--- config.mk ---
export PLATFORM = sky130hd
export DESIGN_NAME = v_lane_seq_flat
export DESIGN_NICKNAME = d
export VERILOG_FILES = /design/src/rtl/v_lane_seq_if.sv /design/src/rtl/v_lane_seq.sv /design/src/flat_wrapper.sv
export SDC_FILE = /design/constraint.sdc
export NUM_CORES = 2
export LEC_CHECK = 0
export CORE_AREA = 2 2 656 658
export CTS_CLUSTER_DIAMETER = 100
export DETAILED_ROUTE_END_ITERATION = 10
export DIE_AREA = 0 0 658 660
export PLACE_DENSITY = 0.32
export SLEW_MARGIN = 20
export SYNTH_ARGS = -nofsm -noshare
export SYNTH_HDL_FRONTEND = slang
export SYNTH_SLANG_ARGS = --single-unit
--- constraint.sdc ---
create_clock -name clk -period 3.2 [get_ports clk]
set_input_delay 0.64 -clock clk [delete_from_list [all_inputs] [get_ports clk]]
set_output_delay 0.64 -clock clk [all_outputs]
set_load 0.03 [all_outputs]
--- src/rtl/v_lane_seq_if.sv ---
// v_lane_seq bus: operation request, operand groups, lane issue
// and result buffer between the register read path and v_alu/v_mul.
interface v_lane_seq_if;
  logic         start;
  logic         ready;
  logic         op_sel;
  logic [5:0]   op_instr;
  logic [2:0]   vsew;
  logic [6:0]   vl;
  logic [127:0] op_A_1;
  logic [127:0] op_A_2;
  logic [127:0] op_A_3;
  logic [127:0] op_A_4;
  logic [127:0] op_B_1;
  logic [127:0] op_B_2;
  logic [127:0] op_B_3;
  logic [127:0] op_B_4;
  logic [5:0]   alu_op_instr;
  logic [5:0]   mul_op_instr;
  logic [2:0]   sew_out;
  logic [31:0]  op_A;
  logic [31:0]  op_B;
  logic         issue_valid;
  logic [31:0]  result_valu;
  logic [31:0]  result_vmul;
  logic [127:0] result_1;
  logic [127:0] result_2;
  logic [127:0] result_3;
  logic [127:0] result_4;
  logic         done;
  logic         err;
  logic         busy;

  modport master (
    output start, op_sel, op_instr, vsew, vl,
    output op_A_1, op_A_2, op_A_3, op_A_4,
    output op_B_1, op_B_2, op_B_3, op_B_4,
    output result_valu, result_vmul,
    input  ready, alu_op_instr, mul_op_instr, sew_out,
    input  op_A, op_B, issue_valid,
    input  result_1, result_2, result_3, result_4,
    input  done, err, busy
  );

  modport slave (
    input  start, op_sel, op_instr, vsew, vl,
    input  op_A_1, op_A_2, op_A_3, op_A_4,
    input  op_B_1, op_B_2, op_B_3, op_B_4,
    input  result_valu, result_vmul,
    output ready, alu_op_instr, mul_op_instr, sew_out,
    output op_A, op_B, issue_valid,
    output result_1, result_2, result_3, result_4,
    output done, err, busy
  );
endinterface

--- src/rtl/v_lane_seq.sv ---
// Vector lane sequencer: latches a 16-word operation, issues one
// word pair per cycle to ALU or MUL and gathers the lane results.
module v_lane_seq #(
  parameter int ALU_LAT = 1,
  parameter int MUL_LAT = 2
) (
  input logic         clk,
  input logic         nrst,
  v_lane_seq_if.slave bus
);
  localparam int DEPTH =
    (ALU_LAT > MUL_LAT) ? ALU_LAT : MUL_LAT;

  typedef enum logic [1:0] {
    S_IDLE, S_ISSUE, S_DRAIN, S_DONE
  } state_t;

  state_t       state;
  logic         sel_q;
  logic [511:0] a_q, b_q, res_q;
  logic [4:0]   n_q;
  logic [3:0]   iss_idx;
  logic [DEPTH-1:0] vld;
  logic [3:0]   sidx [DEPTH];

  logic [511:0] a_in, b_in;
  logic [6:0]   vl_c;
  logic [7:0]   vl_s;
  logic [4:0]   n_w;
  logic         rsv;
  logic [3:0]   nxt_idx;
  logic [8:0]   nxt_off, cap_off;
  logic         last_iss, last_cap;
  logic         cap_v;
  logic [3:0]   cap_i;
  logic [31:0]  cap_d;

  assign a_in = {bus.op_A_4, bus.op_A_3, bus.op_A_2, bus.op_A_1};
  assign b_in = {bus.op_B_4, bus.op_B_3, bus.op_B_2, bus.op_B_1};
  assign {bus.result_4, bus.result_3, bus.result_2, bus.result_1} = res_q;

  // Word count from vl clamped to VLMAX for the requested element width
  always_comb begin
    rsv  = (bus.vsew > 3'd2);
    vl_c = 7'd0;
    vl_s = 8'd0;
    n_w  = 5'd0;
    unique case (1'b1)
      (bus.vsew == 3'd0): begin
        vl_c = (bus.vl > 7'd64) ? 7'd64 : bus.vl;
        vl_s = {1'b0, vl_c} + 8'd3;
        n_w  = 5'(vl_s >> 2);
      end
      (bus.vsew == 3'd1): begin
        vl_c = (bus.vl > 7'd32) ? 7'd32 : bus.vl;
        vl_s = {1'b0, vl_c} + 8'd1;
        n_w  = 5'(vl_s >> 1);
      end
      default: begin
        vl_c = (bus.vl > 7'd16) ? 7'd16 : bus.vl;
        n_w  = 5'(vl_c);
      end
    endcase
  end

  // Capture tap sits at the selected unit's latency in the valid pipe
  always_comb begin
    cap_v    = sel_q ? vld[MUL_LAT-1]  : vld[ALU_LAT-1];
    cap_i    = sel_q ? sidx[MUL_LAT-1] : sidx[ALU_LAT-1];
    cap_d    = sel_q ? bus.result_vmul : bus.result_valu;
    cap_off  = {cap_i, 5'd0};
    nxt_idx  = iss_idx + 4'd1;
    nxt_off  = {nxt_idx, 5'd0};
    last_iss = ({1'b0, iss_idx} + 5'd1 == n_q);
    last_cap = cap_v && ({1'b0, cap_i} + 5'd1 == n_q);
  end

  // Sequencer FSM with registered outputs and result gathering
  always_ff @(posedge clk or negedge nrst) begin
    if (!nrst) begin
      state            <= S_IDLE;
      sel_q            <= 1'b0;
      a_q              <= '0;
      b_q              <= '0;
      res_q            <= '0;
      n_q              <= '0;
      iss_idx          <= '0;
      vld              <= '0;
      for (int k = 0; k < DEPTH; k++) sidx[k] <= '0;
      bus.ready        <= 1'b1;
      bus.busy         <= 1'b0;
      bus.done         <= 1'b0;
      bus.err          <= 1'b0;
      bus.alu_op_instr <= '0;
      bus.mul_op_instr <= '0;
      bus.sew_out      <= '0;
      bus.op_A         <= '0;
      bus.op_B         <= '0;
      bus.issue_valid  <= 1'b0;
    end else begin
      bus.done <= 1'b0;
      bus.err  <= 1'b0;
      vld[0]   <= bus.issue_valid;
      sidx[0]  <= iss_idx;
      for (int k = DEPTH - 1; k > 0; k--) begin
        vld[k]  <= vld[k-1];
        sidx[k] <= sidx[k-1];
      end
      unique case (state)
        S_IDLE: begin
          if (bus.start) begin
            sel_q            <= bus.op_sel;
            a_q              <= a_in;
            b_q              <= b_in;
            n_q              <= n_w;
            iss_idx          <= '0;
            vld              <= '0;
            res_q            <= '0;
            bus.sew_out      <= bus.vsew;
            bus.ready        <= 1'b0;
            bus.busy         <= 1'b1;
            bus.alu_op_instr <= bus.op_sel ? 6'd0 : bus.op_instr;
            bus.mul_op_instr <= bus.op_sel ? bus.op_instr : 6'd0;
            if (rsv || n_w == 5'd0) begin
              state    <= S_DONE;
              bus.done <= 1'b1;
              bus.err  <= rsv;
            end else begin
              state           <= S_ISSUE;
              bus.issue_valid <= 1'b1;
              bus.op_A        <= a_in[31:0];
              bus.op_B        <= b_in[31:0];
            end
          end
        end
        S_ISSUE: begin
          if (cap_v) res_q[cap_off +: 32] <= cap_d;
          if (last_iss) begin
            state           <= S_DRAIN;
            bus.issue_valid <= 1'b0;
            bus.op_A        <= '0;
            bus.op_B        <= '0;
          end else begin
            iss_idx  <= nxt_idx;
            bus.op_A <= a_q[nxt_off +: 32];
            bus.op_B <= b_q[nxt_off +: 32];
          end
        end
        S_DRAIN: begin
          if (cap_v) res_q[cap_off +: 32] <= cap_d;
          if (last_cap) begin
            state    <= S_DONE;
            bus.done <= 1'b1;
          end
        end
        default: begin
          state            <= S_IDLE;
          bus.ready        <= 1'b1;
          bus.busy         <= 1'b0;
          bus.alu_op_instr <= '0;
          bus.mul_op_instr <= '0;
        end
      endcase
    end
  end
endmodule

--- src/flat_wrapper.sv ---
// flat-port wrapper written by rule: the top's interface ports become plain ports
module v_lane_seq_flat 
#(
  parameter int ALU_LAT = 1,
  parameter int MUL_LAT = 2
)
  (clk, nrst, bus_start, bus_op_sel, bus_op_instr, bus_vsew, bus_vl, bus_op_A_1, bus_op_A_2, bus_op_A_3, bus_op_A_4, bus_op_B_1, bus_op_B_2, bus_op_B_3, bus_op_B_4, bus_result_valu, bus_result_vmul, bus_ready, bus_alu_op_instr, bus_mul_op_instr, bus_sew_out, bus_op_A, bus_op_B, bus_issue_valid, bus_result_1, bus_result_2, bus_result_3, bus_result_4, bus_done, bus_err, bus_busy);
  v_lane_seq_if bus_i ();
  input logic clk;
  input logic nrst;
  input wire logic [$bits(bus_i.start)-1:0] bus_start;
  input wire logic [$bits(bus_i.op_sel)-1:0] bus_op_sel;
  input wire logic [$bits(bus_i.op_instr)-1:0] bus_op_instr;
  input wire logic [$bits(bus_i.vsew)-1:0] bus_vsew;
  input wire logic [$bits(bus_i.vl)-1:0] bus_vl;
  input wire logic [$bits(bus_i.op_A_1)-1:0] bus_op_A_1;
  input wire logic [$bits(bus_i.op_A_2)-1:0] bus_op_A_2;
  input wire logic [$bits(bus_i.op_A_3)-1:0] bus_op_A_3;
  input wire logic [$bits(bus_i.op_A_4)-1:0] bus_op_A_4;
  input wire logic [$bits(bus_i.op_B_1)-1:0] bus_op_B_1;
  input wire logic [$bits(bus_i.op_B_2)-1:0] bus_op_B_2;
  input wire logic [$bits(bus_i.op_B_3)-1:0] bus_op_B_3;
  input wire logic [$bits(bus_i.op_B_4)-1:0] bus_op_B_4;
  input wire logic [$bits(bus_i.result_valu)-1:0] bus_result_valu;
  input wire logic [$bits(bus_i.result_vmul)-1:0] bus_result_vmul;
  output wire logic [$bits(bus_i.ready)-1:0] bus_ready;
  output wire logic [$bits(bus_i.alu_op_instr)-1:0] bus_alu_op_instr;
  output wire logic [$bits(bus_i.mul_op_instr)-1:0] bus_mul_op_instr;
  output wire logic [$bits(bus_i.sew_out)-1:0] bus_sew_out;
  output wire logic [$bits(bus_i.op_A)-1:0] bus_op_A;
  output wire logic [$bits(bus_i.op_B)-1:0] bus_op_B;
  output wire logic [$bits(bus_i.issue_valid)-1:0] bus_issue_valid;
  output wire logic [$bits(bus_i.result_1)-1:0] bus_result_1;
  output wire logic [$bits(bus_i.result_2)-1:0] bus_result_2;
  output wire logic [$bits(bus_i.result_3)-1:0] bus_result_3;
  output wire logic [$bits(bus_i.result_4)-1:0] bus_result_4;
  output wire logic [$bits(bus_i.done)-1:0] bus_done;
  output wire logic [$bits(bus_i.err)-1:0] bus_err;
  output wire logic [$bits(bus_i.busy)-1:0] bus_busy;
  assign bus_i.start = bus_start;
  assign bus_i.op_sel = bus_op_sel;
  assign bus_i.op_instr = bus_op_instr;
  assign bus_i.vsew = bus_vsew;
  assign bus_i.vl = bus_vl;
  assign bus_i.op_A_1 = bus_op_A_1;
  assign bus_i.op_A_2 = bus_op_A_2;
  assign bus_i.op_A_3 = bus_op_A_3;
  assign bus_i.op_A_4 = bus_op_A_4;
  assign bus_i.op_B_1 = bus_op_B_1;
  assign bus_i.op_B_2 = bus_op_B_2;
  assign bus_i.op_B_3 = bus_op_B_3;
  assign bus_i.op_B_4 = bus_op_B_4;
  assign bus_i.result_valu = bus_result_valu;
  assign bus_i.result_vmul = bus_result_vmul;
  assign bus_ready = bus_i.ready;
  assign bus_alu_op_instr = bus_i.alu_op_instr;
  assign bus_mul_op_instr = bus_i.mul_op_instr;
  assign bus_sew_out = bus_i.sew_out;
  assign bus_op_A = bus_i.op_A;
  assign bus_op_B = bus_i.op_B;
  assign bus_issue_valid = bus_i.issue_valid;
  assign bus_result_1 = bus_i.result_1;
  assign bus_result_2 = bus_i.result_2;
  assign bus_result_3 = bus_i.result_3;
  assign bus_result_4 = bus_i.result_4;
  assign bus_done = bus_i.done;
  assign bus_err = bus_i.err;
  assign bus_busy = bus_i.busy;
  v_lane_seq #(.ALU_LAT(ALU_LAT), .MUL_LAT(MUL_LAT)) u_core (.clk(clk), .nrst(nrst), .bus(bus_i));
endmodule
==> summary.md <==
| Metric | Value |
|---|---|
| Status | complete, no violations |
| DRC violations left | 0 |
| Fin crit share | 96.0% |
| Final instance area | 0.104 sq mm |
| Post-CTS Setup Repair Bufs | 0 |
| Leak | 46.8 nW |
| Final ANT Viol Nets | 0 |
| CP Capture Type | flop |
| Worst R2R Start | u_core.iss_idx[0] |
| Flop pwr share | 31.1% |
| Worst IR Drop VDD | 0.000563 V |
| Vias/cell | 4.05 |
| DP Cell Count | 14.2k |
| IO Pins | 1704 |
| Main flop type after synthesis | dfrtp_1 |
| Setup crit end | u_core.bus.op_B[8] |
| Largest net degree at the start of global routing | 103 |
| Final non-filler cell total | 14.7k |
| Routed metal-1 wirelength | 163 mm |
| Crit. Startpoint | u_core.iss_idx[0] |
| Sw Pwr | 48.5 mW |
| Fmax | 326 MHz |
| Port Buffers | 1703 |
| Time the worst path needs with I/O delays and setup | 3070 ps |
| Average wire per standard cell | 27.4 um |
| WL met2 | 206 mm |
| Nets | 9896 |
| Initial antenna violation count | 113 |
| Register area share after synthesis | 58.6% |
| DR WL met3 | 19.1 mm |
| Yosys reg bits | 1642 |
| Clk network pwr share | 21.9% |
| Clock Sinks | 1642 |
| DP Area | 0.0967 sq mm |
| Syn nets | 8125 |
| DR top layer | met5 |
| CTS clk-pin slew, worst paths | 60 ps |
| Reg2Reg Setup Slack | 130 ps |
| R2R depth | 9 |
| EDFF count, synth | 0 |
| Setup Viol. Count Final | 0 |
| Drt initial violations | 4160 |
| RSZ-0062 raised after global routing | false |
| Total gr overflow | 0 |
| Routed WL | 402 mm |
| Vias in the first global route | 62.0k |
| Async SR Flop Fraction | 100% |
| Fin Hold WS | 253 ps |
| Final Hold Fails | 0 |
| Initial DRT Pass Iterations | 7 |
| Cts bufs inserted | 215 |
| Clock Skew | 48.1 ps |
| Sw Share | 42.7% |
| Hold WC Path Type | in -> reg |
| Synth Warn # | 0 |
| Final worst setup slack | 129 ps |
| Pwr dens | 1090 mW/mm^2 |
| # Max-Cap Violations | 0 |
| Combinational share of power | 47.0% |
| CTS tree | done |
| Fillers | 45.9k |
| Internal power | 65.2 mW |
| Worst Setup Path Type | reg -> reg |
| Clock latency at the later pin of the worst-skew pair | 920 ps |
| CTS H-tree lvls | 4 |
| CP startpoint kind | flop |
| Syn Std Cell Area | 0.0702 sq mm |
| Worst-Margin Slew | 943 ps |
| Synth cell types | 63 |
| DIE AREA | 0.434 sq mm |
| Vias | 59.4k |
| Crit Path Max Fanout | 14 |
| Post-DP HPWL | 313 mm |
| Syn_area_per_cell | 10.0 sq um |
| Global-route wire length before repair | 543 mm |
| Worst EP arrival | 3840 ps |
| Die height | 660 um |
| Placer congestion estimate | 0.865 |
| Place WS | -682 ps |
| Row Count | 240 |
| Core Util, Final | 24.4% |
| Chip width | 658 um |
| Relative slew margins | 37.0% |
| GRT Util Overall | 17.9% |
| Total negative slack | 0 ps |
| Initial Util | 16.4% |
| CP required | 3970 ps |
| Fraction of layout cells with a size suffix above 1 | 12.0% |
| Slew Viols, Final | 0 |
| Core area | 0.427 sq mm |
| Worst R2R End | u_core.bus.op_B[8] |
| Total Power | 114 mW |
| CTS max path bufs | 4 |
| Synth-to-Final Area Change | 48.2% |
| Cells after synthesis | 7007 |
| Root buffer cell | clkbuf_16 |
==> worst max-delay path, stage by stage (launching register included) <==
cell     delay, ps
dfrtp_4        530
ha_4           330
buf_12         190
buf_16         220
buf_12         160
mux4_2         330
mux4_2         470
nand3_1         90
o21ai_1        180
mux2_1         350
==> registers in the layout, summed over array words and instances, names as in the netlist, 4 cells and up <==
signal,cells
u_core.a_q,512
u_core.b_q,512
u_core.bus.alu_op_instr,6
u_core.bus.mul_op_instr,6
u_core.bus.op_A,32
u_core.bus.op_B,32
u_core.iss_idx,4
u_core.n_q,5
u_core.res_q,512
u_core.sidx,8
==> cells in the final DEF (no fill, tap or decap), drive strengths merged, types with 38 or more instances in the layout <==
| cell | n |
|---|---|
| nor2 | 58 |
| clkdlybuf4s50 | 1699 |
| nand2b | 41 |
| nand3 | 82 |
| clkbuf | 320 |
| inv | 103 |
| clkinv | 44 |
| mux2 | 67 |
| o2bb2ai | 64 |
| buf | 345 |
| mux4 | 320 |
| dfrtp | 1641 |
| a22o | 82 |
| o21ai | 526 |
| nand2 | 3369 |
| mux2i | 38 |
==> cell families after synthesis <==
group	after synthesis	share of synthesized area (%)
AO/OA/AOI/OAI	740	6.31
flip-flops	1642	58.6
AND/OR/NAND/NOR	3592	19.7
XOR/XNOR	16	0.200
adder cells (fa/ha/maj)	10	0.178
multiplexers	425	11.9
buffers and inverters	582	3.20
==> power by group through the flow <==
| stage | Sequential, mW | Clock (mW) | Combinational (mW) |
|---|---|---|---|
| finish | 35.3 | 24.9 | 53.5 |
| CTS | 35.3 | 25.8 | 54.9 |
| detailed placement | 35.6 | 0 | 54.7 |
| global placement | 35.3 | 0 | 54.4 |
| floorplan | 38.5 | 0 | 23.5 |
| global route | 36.3 | 26.6 | 57.5 |
==> layer usage <==
layer | global-route usage (%) | vias up
met5 | 0 | -
met4 | 5.65 | 26
met3 | 3.16 | 498
met2 | 32.2 | 1747
met1 | 21.6 | 30552
li1 | - | 26591
==> layout make-up <==
class                           count  area (sq um)  share of cell area (%)
Antenna cell                       28          70.1                  0.0674
Clock inverter                     74           830                   0.797
Tap cell                         5687          7120                    6.84
Timing Repair Buffer             2048         21100                    20.3
Clock buffer                      318          6280                    6.04
Sequential cell                  1642         41100                    39.5
Multi-Input combinational cell   4783         27200                    26.1
Inverter                           88           330                   0.318
==> worst min-delay path by stage <==
stage | start | end | slack (ps) | cells past startpoint
after global routing | bus_op_B_4[60] | u_core.b_q[444] | 190 | 3
after CTS | bus_op_B_4[61] | u_core.b_q[445] | 120 | 3
after floorplan | nrst | u_core.a_q[0] | 340 | 0
final | bus_op_B_4[62] | u_core.b_q[446] | 250 | 3
after global placement | u_core.sidx[6] | u_core.sidx[2] | 360 | 0
after detailed placement | u_core.sidx[5] | u_core.sidx[1] | 370 | 0
==> what timing repair did <==
action / in CTS / in global routing
hold endpoints to repair: 37 / 0
hold buffers: 1 / 0
endpoints found under the setup margin: 4 / 2
gates resized for setup: 6 / 0
cloned: 0 / 2
==> synthesized netlist by cell type (all sizes together) (4+ instances only) <==
library cell	n	area, sq um
a21o	10	75.1
a21oi	19	106
a221o	4	40.0
a22o	82	718
and2	10	62.6
buf	73	338
clkbuf	421	1580
dfrtp	1641	41100
ha	10	125
inv	88	330
mux2	67	754
mux2i	38	384
mux4	320	7210
nand2	3369	12600
nand2b	41	257
nand3	82	410
nor2	58	218
nor2b	8	50.1
nor3	6	30.0
o21ai	526	2630
o2bb2ai	64	561
o31ai	6	45.0
or2	5	31.3
xnor2	11	96.3
xor2	5	43.8
Power figures use the tool's default switching activity.
